## src/rtl/sync_updown_modn_counter.sv

```systemverilog
// Synchronous modulo-MODULUS up/down counter with load, terminal count and sticky wrap flag.
// Optional Gray-coded output enabled by defining COUNTER_GRAY_EN.
module sync_updown_modn_counter #(
  parameter int WIDTH     = 4,
  parameter int MODULUS   = 16,
  parameter int RESET_VAL = 0
) (
  input  logic             clk,
  input  logic             clear,
  input  logic             en,
  input  logic             up_dn,
  input  logic             load,
  input  logic [WIDTH-1:0] load_val,
  input  logic             clr_flag,
  output logic [WIDTH-1:0] Q,
  output logic             tc,
  output logic             wrap_flag
`ifdef COUNTER_GRAY_EN
  ,
  output logic [WIDTH-1:0] Q_gray
`endif
);

  if (MODULUS < 2 || MODULUS > (1 << WIDTH) || RESET_VAL < 0 || RESET_VAL >= MODULUS) begin : g_bad_params
    $fatal(1, "sync_updown_modn_counter: illegal MODULUS/RESET_VAL for WIDTH");
  end

  // Extra bit keeps MODULUS-1 and Q+1 representable when MODULUS == 2**WIDTH.
  localparam logic [WIDTH:0]   MAX_V = (WIDTH+1)'(MODULUS - 1);
  localparam logic [WIDTH-1:0] RST_V = WIDTH'(RESET_VAL);

  logic [WIDTH-1:0] q_q, q_d;
  logic             wrap_flag_q, wrap_flag_d;
  logic [WIDTH:0]   q_ext, ld_ext, nxt;
  logic             at_max, at_zero;

  assign q_ext   = {1'b0, q_q};
  assign ld_ext  = {1'b0, load_val};
  assign at_max  = (q_ext == MAX_V);
  assign at_zero = (q_q == '0);

  assign tc = ~clear & en & ~load & ((up_dn & at_max) | (~up_dn & at_zero));

  always_comb begin
    nxt = q_ext;
    if (load)       nxt = (ld_ext > MAX_V) ? MAX_V : ld_ext;
    else if (en) begin
      if (up_dn)    nxt = at_max  ? '0    : q_ext + 1'b1;
      else          nxt = at_zero ? MAX_V : q_ext - 1'b1;
    end
    q_d = nxt[WIDTH-1:0];
  end

  // Set beats clear when both happen on the same edge.
  always_comb begin
    wrap_flag_d = wrap_flag_q;
    if (clr_flag) wrap_flag_d = 1'b0;
    if (tc)       wrap_flag_d = 1'b1;
  end

  always_ff @(posedge clk or posedge clear) begin
    if (clear) begin
      q_q         <= RST_V;
      wrap_flag_q <= 1'b0;
    end else begin
      q_q         <= q_d;
      wrap_flag_q <= wrap_flag_d;
    end
  end

  assign Q         = q_q;
  assign wrap_flag = wrap_flag_q;

`ifdef COUNTER_GRAY_EN
  logic [WIDTH-1:0] q_gray_q, q_gray_d;

  // Encode the next count so the Gray register tracks Q with no added latency.
  assign q_gray_d = q_d ^ (q_d >> 1);

  always_ff @(posedge clk or posedge clear) begin
    if (clear) q_gray_q <= RST_V ^ (RST_V >> 1);
    else       q_gray_q <= q_gray_d;
  end

  assign Q_gray = q_gray_q;
`endif

endmodule
```

## config.mk

```make
export PLATFORM = sky130hd
export DESIGN_NAME = sync_updown_modn_counter
export DESIGN_NICKNAME = d
export VERILOG_FILES = /design/src/rtl/sync_updown_modn_counter.sv
export SDC_FILE = /design/constraint.sdc
export NUM_CORES = 1
export LEC_CHECK = 0
export ABC_AREA = 1
export BUFFER_PORTS_ARGS = -buffer_cell sky130_fd_sc_hd__buf_2
export CAP_MARGIN = 20
export CORE_AREA = 2 2 39 41
export DETAILED_ROUTE_END_ITERATION = 7
export DIE_AREA = 0 0 41 43
export GPL_TIMING_DRIVEN = 0
export HOLD_SLACK_MARGIN = 0.08
export PLACE_DENSITY_LB_ADDON = 0.08
export SLEW_MARGIN = 20
export SYNTH_ARGS = -nofsm -noshare
export SYNTH_HDL_FRONTEND = slang
export SYNTH_SLANG_ARGS = --single-unit
```

## constraint.sdc

```tcl
create_clock -name clk -period 4.34 [get_ports clk]
set_clock_uncertainty 0.1 [all_clocks]
set_input_delay 1.302 -clock clk [delete_from_list [all_inputs] [get_ports clk]]
set_output_delay 1.302 -clock clk [all_outputs]
set_load 0.1 [all_outputs]
```

Word level (Yosys, flattened, before mapping)

Cells that the tools add are included.

Add/subtract/negate cells: 2
$lt $le $gt $ge: 1
Equal/unequal tests: 1
Multiplexer cells: 8
Bitwise operators: 9
Reduce and logical (&&, ||, !) cells: 3

Operator list:

| operator                                                           | count |
|---|---|
| 4-bit two-way mux                                                  | 6 |
| 1-bit AND                                                          | 5 |
| 4-bit by 1-bit adder with 4-bit output, second input constant      | 1 |
| 4-bit equality test, second input constant                         | 1 |
| 4-bit > comparator, second input constant                          | 1 |
| 4-bit logical NOT                                                  | 1 |
| 2-bit nonzero test                                                 | 2 |
| 4-bit by 1-bit subtractor with 4-bit output, second input constant | 1 |
| 1-bit inverter                                                     | 3 |
| 1-bit two-way mux                                                  | 2 |
| 1-bit OR                                                           | 1 |

Register bits after elaboration: 5
Bits of input ports: 10
Output and inout bits: 6

Longest topological paths before layout

Depth in word-level cells: 5
Depth in mapped cells: 8
Gate-level depth less buffers: 8

Worst setup path before layout

OpenSTA, ideal clock, no wires.

Kind: register to output
From: reg q_q[1], in the netlist Q[1]
To: out tc
Data arrival time: 2,219 ps
Setup slack: 719 ps
Stages on the path, launching flop included: 6
Cell sequence: dfrtp_1 ha_1 nand4_1 nand2_1 nand3_1 inv_1

Word-level cells in the longest chain between the ends: 4
Elaborated cells on any way between the ends: 6
Those cells by class: 1 x eq/ne; 4 x bitwise; 1 x reduce/logical

Ends and longest elaborated chain:

| what                                                            | line   | RTL |
|---|---|---|
| from (decl)                                                     | 32     | `logic [WIDTH-1:0] q_q, q_d;` |
| from (signal assigned)                                          | 66     | `q_q <= q_d;` |
| 4-bit equality test / 4-bit logical NOT (equally long branches) | 39, 40 |  |
| 1-bit AND                                                       | 42     | `assign tc = ~clear & en & ~load & ((up_dn & at_max) \| (~up_dn & at_zero));` |
| 1-bit OR (*)                                                    | 42     |  |
| 1-bit AND (*)                                                   | 42     |  |
| to (decl)                                                       | 16     | `output logic tc,` |

Every way passes the cells marked *; elsewhere a longest branch is shown, timed or not.

Worst setup path after layout

From: in up_dn
To: out tc

Word-level cells in the longest chain between the ends: 4
Elaborated cells on any way between the ends: 5
Those cells by class: 5 x bitwise

Ends and longest elaborated chain:

| what           | line | RTL |
|---|---|---|
| from (decl)    | 11   | `input logic up_dn,` |
| 1-bit inverter | 42   |  |
| 1-bit AND      | 42   |  |
| 1-bit OR (*)   | 42   |  |
| 1-bit AND (*)  | 42   |  |

Marked as above.

==> flow_metrics.py <==
metrics = {
    "cts": {
        "postCtsSetupBuffers": 0,
        "cts-buffers-inserted": 3,
        "clock-sinks": 5,
        "root_buffer": "clkbuf_4",
        "hold_buffers": 0,
        "cts.htree.levels": 1,
        "cts.clk_slew.worst_paths_ns": 0.04,
        "cts_resized": 0,
        "insertion_delay_ns": 0.24,
        "cts_tree": "yes",
        "cts_buffer_depth": 2,
    },
    "floorplan": {
        "fp.dieH_um": 43,
        "ioPinCount": 16,
        "row_count": 14,
        "initial_core_util_pct": 27.5,
        "core-area_um2": 1380,
        "fp.dieArea_um2": 1760,
        "die_w_um": 41,
    },
    "grt": {
        "overflow": 0,
        "grt_max_degree": 9,
        "antenna_found_initial": 0,
        "grt_pass1_vias": 392,
        "grt_use_total_pct": 13.4,
        "grt_pass1_wl_um": 1550,
    },
    "logic_synthesis": {
        "seq_area_frac_synth_pct": 32.9,
        "synth_cell_type_count": 14,
        "synth_area_um2": 380,
        "syn_inst": 56,
        "synth_nets": 68,
        "avgSynthCellArea_um2": 6.79,
        "yosysWarnings": 0,
        "synth-seq-cells": 5,
    },
    "cells_and_area": {
        "nets": 88,
        "drive_gt1_share_pct": 26.7,
        "area_growth_pct": 31.9,
        "diodes": 0,
        "fill_cells": 155,
    },
    "timing": {
        "relSlewSlack_pct": 67.7,
        "worstMarginPinSlew_ns": 0.488,
        "rsz0062_at_grt": "false",
        "fin_crit_sh_pct": 85.4,
        "layout_min_cycle_time_ns": 3.71,
        "setup_viol": 0,
        "whs_ns": 0.430,
        "hold_viol": 0,
        "report.final.slew_viol_count": 0,
        "finalSetupTns_ns": 0,
        "fmax_ghz": 0.270,
    },
    "min_path": {
        "hold_path.class": "register to register",
        "whs_path_depth": 2,
        "worstHoldStart": "wrap_flag",
    },
    "pwr": {
        "pwr-share-seq_pct": 31.8,
        "pwr-share-clk_pct": 26.4,
        "vdd_drop_max_mv": 0.150,
        "power.density_nw_per_um2": 395,
        "p_comb_share_pct": 41.8,
        "internal_power_w": 0.000107,
        "netSwitchingPower_w": 0.0000917,
        "leakagePower_nw": 0.300,
        "p_sw_share_pct": 46.2,
    },
    "setup_path": {
        "path_cells": "buf_2, inv_1, nand4_1, nand2_1, nand3_1, inv_1, buf_2",
        "r2r_cells": 8,
        "reg2reg_from": "Q[0]",
        "path_class": "input port to output port",
        "end_kind": "output port",
        "cpPeakStageDelay_ns": 0.42,
        "crit_fanout": 5,
        "start_kind": "input port",
        "crit_slowest_cell": "buf_2",
        "startpoint": "up_dn",
        "cp.required_ns": 2.94,
        "cp_data_arrival_time_ns": 2.30,
    },
    "detailed_routing": {
        "routedWlPerCell_um": 10.2,
        "ant_nets": 0,
        "first_iter_violations": 11,
        "wl_met1_um": 439,
        "firstDrtPassIters": 4,
        "wl_um": 931,
        "drc": 0,
        "top_layer": "met3",
        "routed-wl-met3_um": 65,
        "met2WireLength_um": 425,
        "viasPerCell": 4.71,
        "dr_total_vias": 429,
    },
    "placed_design": {
        "hpwl_um": 734,
        "portBuffers": 15,
        "place.gp.congestion": 0.737,
    },
    "outcome": {
        "status": "finished, final reports clean",
    },
    "run": {
        "maxCapViolCount": 0,
    },
}
-- power groups by stage --
stage	registers [W]	clock network [W]	logic, W
after floorplan	0.0000983	0	0.0000298
after global placement	0.0000641	0	0.0000836
after detailed placement	0.0000637	0	0.0000834
after CTS	0.0000631	0.0000550	0.0000838
after global routing	0.0000643	0.0000585	0.0000902
final	0.0000631	0.0000523	0.0000830
-- through the flow --
step           instance area (µm²)  power, W  cells  worst slack [ns]  utilization, %
2_1_floorplan                  380  0.000128     56             0.719               -
3_3_place_gp                   475  0.000148     87             0.623            34.4
3_5_place_dp                   475  0.000147     87             0.633            34.4
4_1_cts                        502  0.000202     91             0.628            36.3
5_1_grt                        502  0.000213     91             0.522            36.3
6_report                       502  0.000198     91             0.634            36.3
-- cells by family (layout without fill, tap and decap cells) --
kind of cell / count (synthesis) / after routing / share of synthesized area (%)
AO/OA/AOI/OAI: 6 / 6 / 10.9
buffers and inverters: 11 / 30 / 10.9
adder cells (fa/ha/maj): 2 / 2 / 6.58
AND/OR/NAND/NOR: 30 / 30 / 34.2
flip-flops: 5 / 5 / 32.9
XOR/XNOR: 2 / 2 / 4.61
-- cells in the final DEF (no fill, tap or decap) --
cell,n
a21oi_2,1
a22oi_1,2
buf_2,15
clkbuf_1,1
clkbuf_4,3
dfrtp_1,5
ha_1,2
inv_1,10
inv_2,1
nand2_1,17
nand3_1,8
nand4_1,3
nor2_1,2
o211ai_1,1
o21ai_0,1
o21ai_1,1
xor2_1,2
-- metal layers --
metal / vias to the layer above / GRT usage (%)
li1: 220 / -
met1: 195 / 16.6
met2: 14 / 18.8
met3: 0 / 8.38
met4: 0 / 4.00
met5: - / 0
-- sequential cells by signal, indices dropped and copies added (netlist names) --
name / count
wrap_flag: 1
Q: 4
-- cell type report --
cell class	instances	area, µm²	area share (%)
inverter	11	41.3	8.23
multi-input combinational	40	214	42.6
sequential	5	125	24.9
timing repair buffer	15	75.1	15.0
tap	16	20.0	3.99
clock buffer	4	26.3	5.24
-- critical path, delay by kind of cell --
family                 cells  cell delay (ns)
AND/OR/NAND/NOR            3             0.29
buffers and inverters      4             0.71
-- Yosys cell counts, drive strengths merged --
cell type	count	area [µm²]
nand2	17	63.8
inv	11	41.3
nand3	8	40.0
dfrtp	5	125
nand4	3	18.8
a22oi	2	15.0
ha	2	25.0
nor2	2	7.51
o21ai	2	10.0
xor2	2	17.5
a21oi	1	8.76
o211ai	1	7.51
-- path summary, 6_finish.rpt --
check                             to  slack (ns)
max reg2reg                     Q[3]        2.88
min                        wrap_flag        0.43
min reg2reg                wrap_flag        0.43
min in group asynchronous       Q[2]        0.86
max in group asynchronous       Q[3]        3.09
max                               tc        0.63
Note: power is estimated with default switching activity, not from simulation.
